## src/rtl/kj_sync_tx.sv

```systemverilog
// kj_sync_tx: K/J symbol-link frame transmitter.
// A word accepted on the valid/ready handshake is sent as one frame:
// an alternating K/J preamble, then the payload MSB first, then an idle gap.
// All outputs are registered. Each output register holds the symbol for the
// cycle after the edge, so the first K is visible right after the handshake.
// Optional build macro KJ_TX_ERR_INJ_EN adds the inj_err input. When it is
// sampled high at the handshake, the last preamble symbol of that frame is
// inverted, which lets a downstream detector's sync-error path be exercised.
module kj_sync_tx #(
  parameter int DATA_W   = 8,
  parameter int SYNC_LEN = 4,
  parameter int GAP_LEN  = 2
) (
  input  logic              CLK,
  input  logic              RST,
  input  logic [DATA_W-1:0] data_in,
  input  logic              data_valid,
`ifdef KJ_TX_ERR_INJ_EN
  input  logic              inj_err,
`endif
  output logic              data_ready,
  output logic              out_k,
  output logic              out_j,
  output logic              out_en,
  output logic              busy,
  output logic              frame_done
);

  // Counter widths; a 1-symbol phase still gets a 1-bit counter.
  localparam int SC_W = (SYNC_LEN > 1) ? $clog2(SYNC_LEN) : 1;
  localparam int BC_W = (DATA_W   > 1) ? $clog2(DATA_W)   : 1;
  localparam int GC_W = (GAP_LEN  > 1) ? $clog2(GAP_LEN)  : 1;

  localparam logic [SC_W-1:0] SYNC_LAST = SC_W'(SYNC_LEN - 1);
  localparam logic [BC_W-1:0] BIT_LAST  = BC_W'(DATA_W - 1);
  localparam logic [GC_W-1:0] GAP_LAST  = GC_W'(GAP_LEN - 1);

  typedef enum logic [1:0] {IDLE, SYNC, DATA, GAP} state_t;

  // One line symbol: K/J wires plus the enable qualifying them.
  typedef struct packed {
    logic k;
    logic j;
    logic en;
  } sym_t;

  // Preamble symbol idx: even -> K, odd -> J. The last one flips when injecting.
  function automatic sym_t sync_sym(input logic [SC_W-1:0] idx, input logic inj);
    sym_t s;
    logic is_k;
    is_k = ~idx[0];
    if (inj && (idx == SYNC_LAST)) is_k = ~is_k;
    s.k  = is_k;
    s.j  = ~is_k;
    s.en = 1'b1;
    return s;
  endfunction

  // Payload bit b is sent as (b, b).
  function automatic sym_t data_sym(input logic b);
    sym_t s;
    s.k  = b;
    s.j  = b;
    s.en = 1'b1;
    return s;
  endfunction

  state_t            state, state_d;
  logic [SC_W-1:0]   sync_cnt, sync_cnt_d;
  logic [BC_W-1:0]   bit_cnt, bit_cnt_d;
  logic [GC_W-1:0]   gap_cnt, gap_cnt_d;
  logic [DATA_W-1:0] shreg, shreg_d;
  sym_t              sym_q, sym_d;
  logic              busy_d, done_d, ready_d;
  logic              inj_q;

`ifdef KJ_TX_ERR_INJ_EN
  logic inj_d;

  // Injection request captured at the handshake and held for the whole frame.
  always_ff @(posedge CLK or negedge RST) begin
    if (!RST) inj_q <= 1'b0;
    else      inj_q <= inj_d;
  end
`else
  assign inj_q = 1'b0;
`endif

  // Next-state, counters, shift register and the symbol for the next cycle.
  always_comb begin
    state_d    = state;
    sync_cnt_d = sync_cnt;
    bit_cnt_d  = bit_cnt;
    gap_cnt_d  = gap_cnt;
    shreg_d    = shreg;
    sym_d      = '0;
    busy_d     = 1'b1;
    done_d     = 1'b0;
    ready_d    = 1'b0;
`ifdef KJ_TX_ERR_INJ_EN
    inj_d      = inj_q;
`endif
    case (state)
      IDLE: begin
        busy_d  = 1'b0;
        ready_d = 1'b1;
        if (data_valid) begin
          state_d    = SYNC;
          sync_cnt_d = '0;
          shreg_d    = data_in;
          busy_d     = 1'b1;
          ready_d    = 1'b0;
`ifdef KJ_TX_ERR_INJ_EN
          inj_d      = inj_err;
          sym_d      = sync_sym('0, inj_err);
`else
          sym_d      = sync_sym('0, 1'b0);
`endif
        end
      end
      SYNC: begin
        if (sync_cnt == SYNC_LAST) begin
          state_d   = DATA;
          bit_cnt_d = '0;
          sym_d     = data_sym(shreg[DATA_W-1]);
          shreg_d   = shreg << 1;
        end else begin
          sync_cnt_d = sync_cnt + 1'b1;
          sym_d      = sync_sym(sync_cnt_d, inj_q);
        end
      end
      DATA: begin
        if (bit_cnt == BIT_LAST) begin
          // Payload done: first gap cycle, line idle, pulse frame_done.
          state_d   = GAP;
          gap_cnt_d = '0;
          done_d    = 1'b1;
        end else begin
          bit_cnt_d = bit_cnt + 1'b1;
          sym_d     = data_sym(shreg[DATA_W-1]);
          shreg_d   = shreg << 1;
        end
      end
      GAP: begin
        if (gap_cnt == GAP_LAST) begin
          state_d = IDLE;
          busy_d  = 1'b0;
          ready_d = 1'b1;
        end else begin
          gap_cnt_d = gap_cnt + 1'b1;
        end
      end
      default: begin
        state_d = IDLE;
        busy_d  = 1'b0;
        ready_d = 1'b1;
      end
    endcase
  end

  // State, counters, payload and registered outputs; reset idles the line at once.
  always_ff @(posedge CLK or negedge RST) begin
    if (!RST) begin
      state      <= IDLE;
      sync_cnt   <= '0;
      bit_cnt    <= '0;
      gap_cnt    <= '0;
      shreg      <= '0;
      sym_q      <= '0;
      busy       <= 1'b0;
      frame_done <= 1'b0;
      data_ready <= 1'b1;
    end else begin
      state      <= state_d;
      sync_cnt   <= sync_cnt_d;
      bit_cnt    <= bit_cnt_d;
      gap_cnt    <= gap_cnt_d;
      shreg      <= shreg_d;
      sym_q      <= sym_d;
      busy       <= busy_d;
      frame_done <= done_d;
      data_ready <= ready_d;
    end
  end

  assign out_k  = sym_q.k;
  assign out_j  = sym_q.j;
  assign out_en = sym_q.en;

endmodule

```

## config.mk

```make
export PLATFORM = sky130hd
export DESIGN_NAME = kj_sync_tx
export DESIGN_NICKNAME = d
export VERILOG_FILES = /design/src/rtl/kj_sync_tx.sv
export SDC_FILE = /design/constraint.sdc
export NUM_CORES = 1
export LEC_CHECK = 0
export CAP_MARGIN = 10
export CORE_MARGIN = 8
export CORE_UTILIZATION = 53
export CTS_CLUSTER_SIZE = 14
export DETAILED_ROUTE_END_ITERATION = 8
export HOLD_SLACK_MARGIN = 0.05
export PLACE_DENSITY = 0.89
export SETUP_SLACK_MARGIN = 0.05
export SYNTH_ARGS = -nofsm -noshare
export SYNTH_HDL_FRONTEND = slang
export SYNTH_SLANG_ARGS = --single-unit
export TNS_END_PERCENT = 100
```

## constraint.sdc

```tcl
create_clock -name CLK -period 2.5 [get_ports CLK]
set_input_delay 0.25 -clock CLK [delete_from_list [all_inputs] [get_ports CLK]]
set_output_delay 0.25 -clock CLK [all_outputs]
set_load 0.02 [all_outputs]
```

==> metrics.md <==
| Metric | Value |
|---|---|
| Post-layout min period | `2160 ps` |
| Max Root-Sink Buffers | `2` |
| Type of the worst setup path | `reg -> reg` |
| Die area | `just over 0.004 mm²` |
| Largest net degree at the start of global routing | `23` |
| IO Count | `17` |
| Number of distinct library cells after synthesis | `30` |
| Die height | `approximately 64 µm` |
| Sequential fraction of the synthesis area | `about 45%` |
| Clock sinks | `22` |
| Hpwl dp | `1723 µm` |
| Mux contribution to synthesized area | `roughly 17%` |
| Detail-routed via count per cell | `~5.8` |
| Fmax | `~0.46 GHz` |
| Origin of the worst setup path | `state[0]` |
| Final Hold Fails | `0` |
| Post-synthesis compound-gate area fraction | `about 11%` |
| Crit. End Element | `register` |
| Outcome | `finished clean` |
| Max Slew Vio Count | `0` |
| Crit start category | `register` |
| Static Leak | `roughly 0.00065 µW` |
| Worst-path maximum fanout | `11` |
| Max Cap Viol | `0` |
| Power Dens Cells | `~1400 mW/mm²` |
| Final Instance Area | `0.001458 mm²` |
| Drt pass-1 iters | `4` |
| Gp weighted congestion | `roughly 0.75` |
| Layout area overhead | `18.64%` |
| Antenna-violating nets left | `0` |
| Syn Inst Count | `roughly 110` |
| IO Port Bufs | `16` |
| Final Cycle Share | `between 80% and 90%` |
| Worst VDD drop | `0.8775 mV` |
| Syn_nets | `~130` |
| Layout cells sized above 1 | `a little over a fifth` |
| CTS HTree Levels | `1` |
| CTS clock-pin slew for the worst setup and hold paths | `around 130 ps` |
| Global Route Usage Sum | `11.46%` |
| Synth warn | `0` |
| Fin Setup TNS | `0 ps` |
| CORE AREA | `0.002212 mm²` |
| RR Startpoint | `state[0]` |
| Critical path required time | `roughly 2700 ps` |
| Initial antenna violation count | `0` |
| Area after DPL | `roughly 0.0014 mm²` |
| Wire length of the first global-routing pass | `just under 4000 µm` |
| Worst slew margin | `between 70% and 80%` |
| Residual DRC | `0` |
| Num rows | `17` |
| Area of the multi-input gates | `~640 µm²` |
| Starting Density | `between 50 and 60%` |
| Hold Crit Class | `in -> async` |
| Skew final | `just under 6 ps` |
| R2R setup slack | `around 340 ps` |
| CTS buffer count | `3` |
| Most frequent cells in the layout | `dfrtp_1, clkdlybuf4s50_1, ha_1` |
| Most common cell after layout, fill and taps aside | `dfrtp_1` |
| Chip Width | `~64 µm` |
| Main combinational cell family by area after synthesis | `multiplexers` |
| Post-synthesis adder-cell area fraction | `a little under a tenth` |
| Vias post-DR | `roughly 870` |
| Syn avg cell area | `~11 µm²` |
| Actual slew at the worst max-slew pin | `approximately 410 ps` |
| XOR/XNOR share of the synthesized area | `0%` |
| Root Buffer | `clkbuf_4` |
| Diodes inserted | `0` |
| RSZ-0062 raised after global routing | `false` |
| Vias in the first global route | `897` |
| Synth Area in Simple Gates | `between 10% and 20%` |
| Post-CTS Setup Inserts | `0` |
| GRT overflow | `0` |
| DR WL/cell | `15.33 µm` |
| Number of DRC markers in iteration 0 | `39` |
| Final core utilization | `65.89%` |
| WP data arrival | `roughly 2400 ps` |
| R2r worst-path depth | `5` |
| CTS Hold Bufs | `0` |
| # setup viols final | `0` |
| Total Wirelength | `2315 µm` |
| Post-CTS Resized | `0` |
| Mapped Area | `0.001229 mm²` |
| Storage cell area | `about 550 µm²` |
| Reg2reg end | `shreg[1]` |
| Post-layout nets | `144` |
| Clock latency on the worst-skew pair | `approximately 310 ps` |
| Flops & latches, synth | `22` |
| CTS tree | `built` |
| Layout fillers | `170` |
==> layout make-up <==
type                       instances  area share (%)
tap                               28           2.403
sequential                        22           37.85
multi-input combinational         76           43.61
inverter                           4           1.030
timing repair buffer              17           11.50
clock inverter                     1           2.060
clock buffer                       3           1.545
==> synthesized netlist by cell type, drive strengths merged <==
master | count | area (µm²)
o21ai | 7 | 35.03
o211ai | 2 | 15.01
nand2b | 3 | 18.77
mux2 | 16 | 210.2
o32a | 1 | 10.01
or4 | 1 | 11.26
nor2 | 3 | 11.26
nand4 | 2 | 12.51
buf | 1 | 11.26
nand3b | 1 | 7.510
inv | 4 | 15.01
nor3 | 1 | 5.000
and3 | 1 | 6.260
dfrtp | 21 | 525.5
a21oi | 4 | 20.02
nor2b | 8 | 50.05
nand2 | 5 | 18.77
dfstp | 1 | 26.28
nor4 | 1 | 6.260
a31oi | 3 | 18.77
or3b | 1 | 8.760
a22o | 2 | 17.52
a21bo | 1 | 10.01
clkbuf | 4 | 15.01
and2 | 2 | 15.02
a2bb2oi | 1 | 8.760
or3 | 1 | 6.260
ha | 9 | 112.6
==> cells by family (layout without fill, tap and decap cells) <==
family,Yosys count,count (layout)
and+or+nand+nor,30,30
AOI/OAI and AO/OA,21,21
adders and majority gates,9,9
muxes,16,16
buffers and inverters,9,25
DFF,22,22
==> how the worst max path moves through the flow <==
| stage | to | slack [ps] | cells after the start |
|---|---|---|---|
| 2_1_floorplan | shreg[0] | 500 | 6 |
| 6_report | shreg[1] | 340 | 5 |
| 3_5_place_dp | shreg[1] | 360 | 5 |
| 3_3_place_gp | shreg[1] | 460 | 5 |
| 4_1_cts | shreg[1] | 340 | 5 |
| 5_1_grt | shreg[1] | 260 | 5 |
==> report_power, final <==
| group | internal (µW) | leakage (µW) | total, µW | switching (µW) |
|---|---|---|---|---|
| sequential | 525 | 0.000265 | 631 | 106 |
| clock | 162 | 0.0000279 | 276 | 114 |
| combinational | 649 | 0.000357 | 1160 | 512 |
==> per-layer routing <==
metal  up-vias  part of all wire, %  global-route usage (%)  wire, µm
li1        414                    -                       -         -
met1       430                   44                   13.70      1017
met2        23                   50                   19.82      1156
met3         2                  5.4                   2.962       126
met4         0                 0.60                   3.270        14
met5         -                    0                       0         0
==> flip-flops by register name, summed over array words and instances (netlist names) <==
name,count
frame_done,1
data_ready,1
out_j,1
shreg,8
out_en,1
out_k,1
busy,1
state,2
gap_cnt,1
sync_cnt,2
bit_cnt,3
==> critical path: stages (launching register included) <==
cell and delay (ps):
dfrtp_1 450, inv_1 110, ha_1 330, and2_4 210
or4_4 620, mux2_4 340
==> metrics by stage <==
stage	power [µW]	instances	worst slack [ps]	hold WS [ps]
floorplan	1566	107	501.6	-45.59
global placement	1743	147	463.2	491.4
detailed placement	1804	147	363.0	496.7
CTS	2083	151	337.1	278.6
global route	2209	151	262.5	297.2
finish	2068	151	340.1	266.2
Note: power is estimated with default switching activity, not from simulation.
